--- src/rtl/alm_pkg.sv ---
// alm_pkg: shared definitions for the ALM log-domain multiplier datapath.
//   LW_DEF / KMAX_DEF / TAG_W_DEF / SPLIT_DEF : default datapath geometry
//   set_one_mask(k) : mask with the low k bits set. The result is 32 bits
//                     wide and callers keep the low LW bits.
//   sat_k(k, kmax)  : clamps a requested set-one width to the supported maximum
//   s1_payload_t    : stage-1 payload layout for the default geometry
package alm_pkg;

    localparam int LW_DEF    = 19;
    localparam int KMAX_DEF  = 11;
    localparam int TAG_W_DEF = 4;
    localparam int SPLIT_DEF = LW_DEF / 2;
    localparam int KW_DEF    = $clog2(KMAX_DEF + 1);

    function automatic logic [31:0] set_one_mask(input int unsigned k);
        if (k >= 32)
            return '1;
        return (32'd1 << k) - 32'd1;
    endfunction

    function automatic int unsigned sat_k(input int unsigned k, input int unsigned kmax);
        return (k > kmax) ? kmax : k;
    endfunction

    // The partial low sum and its carry travel with the untouched high slices,
    // so stage 2 only has to finish the upper add and apply the mask.
    typedef struct packed {
        logic [SPLIT_DEF-1:0]        low;
        logic                        c1;
        logic [LW_DEF-SPLIT_DEF-1:0] a_hi;
        logic [LW_DEF-SPLIT_DEF-1:0] b_hi;
        logic [LW_DEF-SPLIT_DEF-1:0] cin_hi;
        logic [LW_DEF-1:0]           mask;
        logic [KW_DEF-1:0]           ke;
        logic [TAG_W_DEF-1:0]        tag;
    } s1_payload_t;

endpackage

--- src/rtl/soa_pipe_slice.sv ---
// soa_pipe_slice: one valid/ready register stage of width DW.
//   clk, rst            : clock, synchronous active-high reset
//   up_valid / up_ready : upstream handshake
//   up_data             : upstream payload
//   dn_valid / dn_ready : downstream handshake
//   dn_data             : registered payload
// Handshake: a beat moves on a rising edge where valid and ready are both 1.
// The stage can load whenever it is empty or its current beat is leaving, so
// up_ready depends combinationally on dn_ready. There is no skid buffer.
module soa_pipe_slice #(
    parameter int DW = 8
) (
    input  logic          clk,
    input  logic          rst,
    input  logic          up_valid,
    output logic          up_ready,
    input  logic [DW-1:0] up_data,
    output logic          dn_valid,
    input  logic          dn_ready,
    output logic [DW-1:0] dn_data
);

    assign up_ready = !dn_valid || dn_ready;

    always_ff @(posedge clk) begin
        if (rst) begin
            dn_valid <= 1'b0;
            dn_data  <= '0;
        end else if (up_ready) begin
            dn_valid <= up_valid;
            // The data register is only written by a real beat. A bubble
            // therefore leaves the last result visible instead of overwriting it.
            if (up_valid)
                dn_data <= up_data;
        end
    end

endmodule

--- src/rtl/soa_pipe.sv ---
// soa_pipe: 2-stage pipelined set-one adder for the ALM log-domain multiplier.
//   clk, rst             : clock, synchronous active-high reset
//   in_valid / in_ready  : input handshake
//   in_a, in_b           : LW-bit log operands
//   in_k                 : requested set-one width, saturated to KMAX
//   in_tag               : sideband tag, passed through unchanged
//   out_valid / out_ready: output handshake
//   out_sum              : LW+1-bit result. The MSB is the carry-out.
//   out_tag, out_k       : tag and applied (saturated) k of the beat in out_sum
// Stage 1 masks the operands and adds the low SPLIT bits. Stage 2 adds the
// high bits with the stage-1 carry and then ORs the mask over the result.
module soa_pipe
    import alm_pkg::*;
#(
    parameter int LW    = LW_DEF,
    parameter int KMAX  = KMAX_DEF,
    parameter int TAG_W = TAG_W_DEF,
    parameter int SPLIT = LW / 2,
    localparam int KW    = $clog2(KMAX + 1),
    localparam int KW_IN = $clog2(KMAX + 1) + 1
) (
    input  logic             clk,
    input  logic             rst,
    input  logic             in_valid,
    output logic             in_ready,
    input  logic [LW-1:0]    in_a,
    input  logic [LW-1:0]    in_b,
    input  logic [KW_IN-1:0] in_k,
    input  logic [TAG_W-1:0] in_tag,
    output logic             out_valid,
    input  logic             out_ready,
    output logic [LW:0]      out_sum,
    output logic [TAG_W-1:0] out_tag,
    output logic [KW-1:0]    out_k
);

    localparam int HW = LW - SPLIT;

    typedef struct packed {
        logic [SPLIT-1:0] low;
        logic             c1;
        logic [HW-1:0]    a_hi;
        logic [HW-1:0]    b_hi;
        logic [HW-1:0]    cin_hi;
        logic [LW-1:0]    mask;
        logic [KW-1:0]    ke;
        logic [TAG_W-1:0] tag;
    } s1_t;

    typedef struct packed {
        logic [LW:0]      sum;
        logic [KW-1:0]    ke;
        logic [TAG_W-1:0] tag;
    } s2_t;

    // ---------------- stage 1 combinational ----------------
    logic [KW-1:0]  ke;
    logic [LW-1:0]  mask;
    logic [LW-1:0]  mask_top;
    logic           cin;
    logic [LW-1:0]  cinvec;
    logic [LW-1:0]  a_m;
    logic [LW-1:0]  b_m;
    logic [SPLIT:0] low_full;
    s1_t            s1_d;
    s1_t            s1_q;
    logic           s1_valid;
    logic           s2_ready;

    assign ke   = KW'(sat_k(32'(in_k), KMAX));
    assign mask = LW'(set_one_mask(32'(ke)));

    // The top set bit of the mask is bit ke-1. When ke is 0 the mask is empty,
    // so the carry term vanishes without a separate ke>0 test.
    assign mask_top = mask & ~(mask >> 1);
    assign cin      = |(in_a & in_b & mask_top);
    // cin << ke. Because KMAX < LW, bit ke always fits inside LW bits.
    assign cinvec   = cin ? (mask_top << 1) : '0;

    assign a_m = in_a & ~mask;
    assign b_m = in_b & ~mask;

    // The operands are multiples of 2^ke and the carry term is a single bit,
    // so this 3-input sum always fits in SPLIT+1 bits.
    assign low_full = {1'b0, a_m[SPLIT-1:0]} + {1'b0, b_m[SPLIT-1:0]}
                    + {1'b0, cinvec[SPLIT-1:0]};

    always_comb begin
        s1_d        = '0;
        s1_d.low    = low_full[SPLIT-1:0];
        s1_d.c1     = low_full[SPLIT];
        s1_d.a_hi   = a_m[LW-1:SPLIT];
        s1_d.b_hi   = b_m[LW-1:SPLIT];
        s1_d.cin_hi = cinvec[LW-1:SPLIT];
        s1_d.mask   = mask;
        s1_d.ke     = ke;
        s1_d.tag    = in_tag;
    end

    soa_pipe_slice #(.DW($bits(s1_t))) u_s1 (
        .clk      (clk),
        .rst      (rst),
        .up_valid (in_valid),
        .up_ready (in_ready),
        .up_data  (s1_d),
        .dn_valid (s1_valid),
        .dn_ready (s2_ready),
        .dn_data  (s1_q)
    );

    // ---------------- stage 2 combinational ----------------
    logic [HW:0]    high_full;
    s2_t            s2_d;
    s2_t            s2_q;

    assign high_full = {1'b0, s1_q.a_hi} + {1'b0, s1_q.b_hi} + {1'b0, s1_q.cin_hi}
                     + {{HW{1'b0}}, s1_q.c1};

    always_comb begin
        s2_d     = '0;
        // When the mask covers low bits that produced a carry, the carry is
        // still propagated. The OR only overwrites the masked positions.
        s2_d.sum = {high_full, s1_q.low} | {1'b0, s1_q.mask};
        s2_d.ke  = s1_q.ke;
        s2_d.tag = s1_q.tag;
    end

    soa_pipe_slice #(.DW($bits(s2_t))) u_s2 (
        .clk      (clk),
        .rst      (rst),
        .up_valid (s1_valid),
        .up_ready (s2_ready),
        .up_data  (s2_d),
        .dn_valid (out_valid),
        .dn_ready (out_ready),
        .dn_data  (s2_q)
    );

    assign out_sum = s2_q.sum;
    assign out_k   = s2_q.ke;
    assign out_tag = s2_q.tag;

endmodule

--- config.mk ---
export PLATFORM = sky130hd
export DESIGN_NAME = soa_pipe
export DESIGN_NICKNAME = d
export VERILOG_FILES = /design/src/rtl/alm_pkg.sv /design/src/rtl/soa_pipe_slice.sv /design/src/rtl/soa_pipe.sv
export SDC_FILE = /design/constraint.sdc
export NUM_CORES = 1
export LEC_CHECK = 0
export ABC_AREA = 1
export CAP_MARGIN = 10
export CELL_PAD_IN_SITES_DETAIL_PLACEMENT = 0
export CELL_PAD_IN_SITES_GLOBAL_PLACEMENT = 1
export CORE_AREA = 5 5 115 117
export CTS_BUF_LIST = sky130_fd_sc_hd__clkbuf_4
export DETAILED_ROUTE_END_ITERATION = 7
export DIE_AREA = 0 0 120 122
export PLACE_DENSITY_LB_ADDON = 0.1
export RECOVER_POWER = 100
export SETUP_SLACK_MARGIN = 0.2
export SKIP_CTS_REPAIR_TIMING = 1
export SYNTH_ARGS = -nofsm -noshare
export SYNTH_HDL_FRONTEND = slang
export SYNTH_SLANG_ARGS = --single-unit
--- constraint.sdc ---
create_clock -name clk -period 7.2 [get_ports clk]
set_clock_uncertainty 0.1 [all_clocks]
set_input_delay 0.72 -clock clk [delete_from_list [all_inputs] [get_ports clk]]
set_output_delay 0.72 -clock clk [all_outputs]
set_load 0.1 [all_outputs]
# --- Word-level counts from Yosys, hierarchy flattened ---
# Index checks and enable logic that the tools add are counted.
word_totals:
  output_inout_bits: 30
  regBits: 97
  wordCells: 29
op_classes:
  add_sub_neg: 6
  shift: 1
  n_lt_le_gt_ge: 1
  n_mux: 2
  reduce_logical: 7
  bitwise: 8
op_table:
  columns: ["operator", "count"]
  rows:
  - ["$and 19x19->19", 5]
  - ["$or 20x19->20", 1]
  - ["$mux 19", 1]
  - ["$not 18->19", 1]
  - ["$not 19->19", 1]
  - ["$reduce_or 19->1", 1]
  - ["$shl 1x4->19 const A", 1]
  - ["$sub 19x1->19 const B", 1]
  - ["$add 10x10->11", 1]
  - ["$add 11x1->11", 1]
  - ["$add 11x10->11", 1]
  - ["$add 10x9->10", 1]
  - ["$add 9x9->10", 1]
  - ["$gt 5x4->1 const B", 1]
  - ["$mux 4", 1]
  - ["$reduce_and 2->1", 2]
  - ["$logic_not 1->1", 2]
  - ["$logic_or 1x1->1", 2]

# --- Longest topological paths before layout ---
# Gate-level depths: netlist of the first run.
depth:
  ltp_word: 10
  depth_mapped: 31
  mapped_depth_nobuf: 29

# --- Hierarchy ---
# From an unflattened synthesis of the first run, not the netlist that was laid out.
unflattened:
  cells_unflattened: 986
  area_unflattened_um2: 6477.5
by_module_without_submodules:
  columns: ["module", "n_inst", "area_per_inst_um2", "cells_each"]
  rows:
  - ["soa_pipe_slice (u_s1)", 1, 3045.4, 444]
  - ["soa_pipe", 1, 2130.8, 354]
  - ["soa_pipe_slice (u_s2)", 1, 1301.2, 188]

# --- Worst setup path after synthesis of the first run ---
# No wires, ideal clock.
synth_path:
  path_kind: "in2reg"
  start: "input port in_k[2]"
  end: "register u_s1.dn_data[57]"
  path_stages: 30
  setup_time_ns: 0.116
  arrival_ns: 4.274
  n_path_buf: 2
  slack_ns: 2.710
  path_cell_list: "buf_2 nand2_1 nand3_2 nor2_1 inv_1 nor2_1 inv_1 ha_1 inv_1 nor2_4 nand2_1 nand2_2 nand2_1 nor2_1 nor2_1 nand3_2 buf_6 nand2_1 inv_1 fa_1 ha_1 fa_1 nand3_1 nand2_1 nand4_1 o211ai_1 xor2_1 nand2_1 o211ai_1 inv_1"
synth_rtl:
  columns: ["element", "line_no", "rtl"]
  rows:
  - ["start, declared", "soa_pipe.sv:28", "input logic [KW_IN-1:0] in_k,"]
  - ["$gt 5x4->1", "alm_pkg.sv:22", "return (k > kmax) ? kmax : k;"]
  - ["$mux 4 *", "alm_pkg.sv:22", null]
  - ["$shl 1x4->19 *", "alm_pkg.sv:18", "return (32'd1 << k) - 32'd1;"]
  - ["$sub 19x1->19 *", "alm_pkg.sv:18", null]
  - ["via mask[0]", "soa_pipe.sv:58", "logic [LW-1:0] mask;"]
  - ["branches (longest 4 deep; another with $add 9x9->10)", null, null]
  - ["$add 10x9->10 *", "soa_pipe.sv:86", "+ {1'b0, cinvec[SPLIT-1:0]};"]
  - ["end signal, assigned", "soa_pipe_slice.sv:34", "dn_data <= up_data;"]
  - ["end, declared", "soa_pipe_slice.sv:20", "output logic [DW-1:0] dn_data"]
# Mark *: on every way through the listed nets, which the timed path passes.
# A chain may end at the register's enable or synchronous reset.

# --- Final worst setup path of the first run ---
# Ends and elaborated chain as after synthesis.

==> results of run 1 <==
[worst register-to-register path: cells and delay by family (launching register included)]
kind	cells	cell delay, ps
compound gates	2	670
buf+inv	3	3350
flops	1	370
simple gates	2	190
[Yosys cell counts (2+ instances only)]
cell	instances	area (um2)
nand3_1	37	185
a31oi_1	3	18.8
xnor2_1	4	35.0
o211ai_1	11	82.6
inv_1	77	289
nand3_2	4	40.0
nor2_2	3	18.8
nand2_1	109	409
fa_1	20	400
nor3_1	18	90.1
xor2_1	10	87.6
o21bai_1	2	15.0
o31ai_1	2	15.0
dfxtp_1	97	1940
nand2_2	5	31.3
nor2_1	115	432
o21ai_0	58	290
ha_1	22	275
nand4_1	13	81.3
clkbuf_1	26	97.6
buf_1	2	7.51
inv_2	6	22.5
a21oi_1	44	220
[cells in the final DEF (no fill, tap or decap), types with 2 or more instances in the layout]
cell               n
nor2_1           116
nand2_1          109
dfxtp_1           97
inv_1             78
o21ai_0           58
clkdlybuf4s50_1   48
a21oi_1           44
nand3_1           39
dlygate4sd3_1     32
ha_1              22
fa_1              20
nor3_1            18
nand4_1           13
o211ai_1          11
xor2_1            10
clkbuf_4          10
inv_2              5
nand2_2            5
xnor2_1            4
nor2_2             3
a31oi_1            3
clkbuf_1           3
nand3_2            2
clkinv_1           2
o21bai_1           2
o31ai_1            2
clkinv_4           2
buf_4              2
[through the flow]
step           utilization (%)  cells  cell area (um2)
2_1_floorplan                -    700             5190
3_3_place_gp              49.7    905             6090
3_5_place_dp              49.7    905             6090
4_1_cts                   50.9    921             6230
5_1_grt                   50.6    921             6210
6_report                  50.6    921             6210
[final cells by class]
class | count | share of cell area [%]
Multi-Input combinational cell | 488 | 44.9
Sequential cell | 97 | 31.3
Timing Repair Buffer | 85 | 13.3
Inverter | 85 | 5.18
Tap cell | 150 | 3.02
Clock buffer | 10 | 1.21
Clock inverter | 6 | 1.09
[power by group through the flow]
stage | registers, mW | logic, mW | clock network [mW]
after detailed placement | 0.600 | 0.314 | 0
after floorplan | 0.682 | 0.133 | 0
final | 0.587 | 0.307 | 0.298
after global routing | 0.592 | 0.337 | 0.334
after CTS | 0.588 | 0.315 | 0.310
after global placement | 0.599 | 0.313 | 0
[final timing paths]
kind	from	endpoint	slack (ps)	cells past startpoint
max	in_k[2]	u_s1.dn_data[57]	1770	28
max reg2reg	u_s2.dn_valid	u_s1.dn_data[14]	2310	7
min	u_s1.dn_data[24]	u_s1.dn_data[24]	360	2
min reg2reg	u_s1.dn_data[24]	u_s1.dn_data[24]	360	2
[logic make-up (layout without fill, tap and decap cells)]
group	after synthesis	count (layout)	synth area share, %
compound gates	124	124	13.0
buf+inv	115	186	8.54
xor+xnor	14	14	2.36
flops	97	97	37.4
fa+ha+maj	42	42	13.0
simple gates	308	308	25.6
[state kept, by name, summed over array words and instances, names as in the netlist]
signal,flops
u_s2.dn_data,28
u_s2.dn_valid,1
u_s1.dn_data,67
u_s1.dn_valid,1
[routing by layer]
metal  share of wire [%]  global-route usage [%]
met5                   0                       0
met4                 1.9                    5.73
met3                 5.2                    4.60
met2                  48                    32.9
met1                  45                    24.9
==> flow_summary_export.csv, run 1 <==
group,metric,value,unit
setup_path,worst_path_largest_cell_delay,700,ps
job,max_cap_viol_count,2,
synthesis,synth_fp_nets,793,
cts,clkSinkCount,97,
setup_path,critical_path.max_fanout,12,
routing,ant_nets,0,
routing,post_drt_wl_per_cell,14.7,um
synthesis,synth_warnings,0,
cts,numCtsBuffers,9,
power,p_int,0.775,mW
power,switching_share,34.9,%
placed_design,hpwl,10200,um
synthesis,synth_cells,700,
sta,setup-tns-final,0,ps
synthesis,ys_types,35,
routing,drtPass1Iterations,5,
sta,whs,358,ps
grt,track_usage,19.5,%
power,clkPwrFrac,25.0,%
grt,grt_pass1_wl,22600,um
setup_path,worst_setup_path_end_kind,"flop",
floorplan,start_util,42.3,%
sta,clock.fmax,184,MHz
sta,slew-limit-headroom,-84.0,%
finish,fillers,1266,
finish,multi_input_area,2790,um2
cts,cts.path.max_buffers,2,
placed_design,portBuffers,80,
floorplan,die_width,120,um
routing,num_vias,4694,
setup_path,cp-start-kind,"input pin",
cts,cts.clk_slew.worst_paths,150,ps
grt,grt_pass1_vias,4604,
routing,via_per_inst,5.10,
grt,grt_max_degree,64,
setup_path,crit_type,"in2reg",
placed_design,routabilityCongestion,0.829,
finish,num-nets-final,859,
power,p_leak,2.95,nW
power,ir_worst_vdd,130,uV
setup_path,critPathBufInv,6,
sta,tightest_slew,2760,ps
floorplan,die_area,14600,um2
cts,root_buffer,"clkbuf_4",
finish,drive_above_1_share,4.41,%
power,pwr-share-seq,49.2,%
finish,layout.area.seq,1940,um2
finish,diodes,0,
sta,rsz0062_at_grt,"no",
synthesis,synth_edf_count,0,
power,powerDensity,192,nW/um2
status,violations,"max-capacitance violations, max-slew violations",
hold_path,hp-class,"reg2reg",
routing,first_iter_violations,231,
synthesis,ys_ff_latch,97,
synthesis,seq_area_frac_synth,37.4,%
floorplan,ioPinCount,81,
setup_path,arrival,5690,ps
synthesis,avgSynthCellArea,7.41,um2
sta,period_needed,5430,ps
setup_path,cp_data_required_time,7460,ps
sta,finalHoldViolCount,0,
grt,grt.overflow.total,0,
sta,setup_slack,1770,ps
floorplan,coreArea,12300,um2
floorplan,die_h,122,um
grt,antenna_found_initial,0,
setup_path,path_delay_family,"simple AND/OR/NAND/NOR gates",
status,status,"finished with violations",
synthesis,synthArstFlopShare,0,%
sta,final_max_slew_viol_count,114,
power,combPwrFrac,25.7,%
routing,finalWirelength,13600,um
routing,drcViolationCount,0,
floorplan,fp-row-count,41,
finish,area_growth,19.6,%
sta,period_share,75.4,%
cts,clock_latency,470,ps
sta,finalSetupViolations,0,
power,power,1.19,mW
setup_path,cpMaxStageDelayCell,"dlygate4sd3_1",
cts,ctsHtreeMaxLevel,3,
cts,cts_tree,"done",
power,netSwitchingPower,0.416,mW
placed_design,pre_cts_ws,1740,ps
synthesis,synth_ff_type,"dfxtp_1",
synthesis,syn-cell-area,5190,um2
No activity file was read; power rests on OpenSTA's default activity.
==> run 2: changes to the inputs <==
--- a/config.mk
+++ b/config.mk
@@ -9,10 +9,10 @@
 export CAP_MARGIN = 10
 export CELL_PAD_IN_SITES_DETAIL_PLACEMENT = 0
 export CELL_PAD_IN_SITES_GLOBAL_PLACEMENT = 1
-export CORE_AREA = 5 5 115 117
+export CORE_AREA = 5 5 125 127
 export CTS_BUF_LIST = sky130_fd_sc_hd__clkbuf_4
 export DETAILED_ROUTE_END_ITERATION = 7
-export DIE_AREA = 0 0 120 122
+export DIE_AREA = 0 0 130 132
 export PLACE_DENSITY_LB_ADDON = 0.1
 export RECOVER_POWER = 100
 export SETUP_SLACK_MARGIN = 0.2
==> constraint.sdc (replaced) <==
create_clock -name clk -period 4.9 [get_ports clk]
set_clock_uncertainty 0.1 [all_clocks]
set_input_delay 0.49 -clock clk [delete_from_list [all_inputs] [get_ports clk]]
set_output_delay 0.49 -clock clk [all_outputs]
set_load 0.1 [all_outputs]
==> run 2 against run 1 <==
Against the previous run:
- the run still ends with max-capacitance violations, max-slew violations left
- critical path depth stayed put
- non-clock buffer count increased by 9
- worst setup slack got worse by 1300 ps
- highest routed layer unchanged
- critical endpoint is now u_s1.dn_data[66]
- largest cell class unchanged
==> flow_summary_export.csv, run 2 (synthesis results as in run 1) <==
group,metric,value,unit
finish,top_regs,"u_s1.dn_data: 67 flops, u_s2.dn_data: 28 flops",
setup_path,worst_setup_path_end_kind,"flop",
routing,drcViolationCount,0,
power,powerDensity,273,nW/um2
setup_path,path_depth,28,
finish,layout_common_cells,"115 x nor2_1, 109 x nand2_1, 97 x dfxtp_1",
power,ir_worst_vdd,154,uV
setup_path,arrival,4730,ps
setup_path,crit_top_cell,"nand2_1",
sta,finalHoldViolCount,0,
cts,cts.clk_slew.worst_paths,150,ps
sta,period_needed,4410,ps
routing,first_iter_violations,306,
routing,ant_nets,0,
floorplan,start_util,36.2,%
cts,cts_tree,"done",
routing,dr_wl_met2,6620,um
sta,slew-limit-headroom,-38.5,%
cts,numCtsBuffers,9,
placed_design,portBuffers,80,
floorplan,ioPinCount,81,
hold_path,min_path_cells,2,
floorplan,die_area,17200,um2
setup_path,critical_path.max_fanout,6,
grt,grt_max_degree,52,
grt,antenna_found_initial,1,
setup_path,cp-start-kind,"input pin",
grt,grt_pass1_wl,24000,um
sta,tightest_slew,2080,ps
finish,final_common_cell,"nor2_1",
routing,routed.top_layer,"met4",
hold_path,hp-class,"reg2reg",
routing,post_drt_wl_per_cell,15.3,um
setup_path,worst_path_largest_cell_delay,560,ps
routing,finalWirelength,14700,um
finish,num-nets-final,868,
setup_path,cpMaxStageDelayCell,"fa_1",
floorplan,die_h,132,um
routing,route.met3.wl,725,um
grt,grt_pass1_vias,4627,
routing,wl_met1,7180,um
sta,finalSetupViolations,0,
setup_path,critPathBufInv,7,
routing,via_per_inst,4.87,
placed_design,hpwl,11100,um
finish,drive_above_1_share,6.03,%
routing,drtPass1Iterations,5,
job,max_cap_viol_count,2,
grt,grt.overflow.total,0,
routing,num_vias,4695,
floorplan,coreArea,14300,um2
cts,root_buffer,"clkbuf_4",
sta,final_max_slew_viol_count,83,
cts,ctsHtreeMaxLevel,3,
grt,track_usage,17.8,%
sta,rsz0062_at_grt,"no",
setup_path,ff2ff_path_depth,5,
finish,largest_reg_flops,67,
sta,whs,353,ps
sta,period_share,90.1,%
cts,clkSinkCount,97,
setup_path,path_delay_family,"simple AND/OR/NAND/NOR gates",
cts,clock_latency,470,ps
placed_design,routabilityCongestion,0.878,
finish,area_growth,21.9,%
status,status,"finished with violations",
status,violations,"max-capacitance violations, max-slew violations",
finish,top_register,"u_s1.dn_data",
cts,cts.path.max_buffers,2,
setup_path,crit_type,"in2reg",
finish,postLayoutCoreUtil,44.2,%
power,p_leak,2.98,nW
sta,clock.fmax,227,MHz
floorplan,die_width,130,um
floorplan,fp-row-count,44,
setup_path,cp_data_required_time,5220,ps
==> run 2: final cells by class <==
cell class	count	area [um2]
Timing Repair Buffer	94	893
Tap cell	184	230
Sequential cell	97	1940
Fill cell	1514	7990
Clock inverter	6	42.5
Antenna cell	1	2.50
Clock buffer	10	75.1
Inverter	85	322
Multi-Input combinational cell	488	2820
==> run 2: layer usage <==
layer,vias up,track usage (%)
met3,22,4.21
met4,0,4.33
met1,2151,25.3
met5,-,0
li1,2414,-
met2,108,27.4
==> run 2: worst register-to-register path: stages (launching register included) <==
cell,delay [ps]
dfxtp_1,380
nand3_1,120
nand2_1,130
clkbuf_1,1490
o21ai_0,450
nor2_1,190
==> run 2: worst paths after layout <==
kind,from,end,slack (ps)
setup / recovery,in_k[2],u_s1.dn_data[66],490
hold / removal,u_s1.dn_data[21],u_s1.dn_data[21],350
setup reg to reg,u_s2.dn_valid,u_s1.dn_data[49],1970
hold reg to reg,u_s1.dn_data[21],u_s1.dn_data[21],350
==> run 2: report_power, final <==
group | internal (mW) | switching, mW | total, mW | leakage [nW]
clock | 0.113 | 0.281 | 0.394 | 0.0664
sequential | 0.837 | 0.0261 | 0.863 | 0.799
combinational | 0.147 | 0.319 | 0.466 | 2.12
==> run 2: stage by stage <==
stage               total power, mW  TNS (ps)  instances  worst slack, ps  cell area (um2)
global route                   1.83         0        965              104             6320
finish                         1.72         0        965              487             6320
floorplan                      1.20         0        700              640             5190
detailed placement             1.36     -14.0        948            -14.0             6200
global placement               1.35     -4.16        948            -4.16             6200
CTS                            1.76         0        964              501             6320
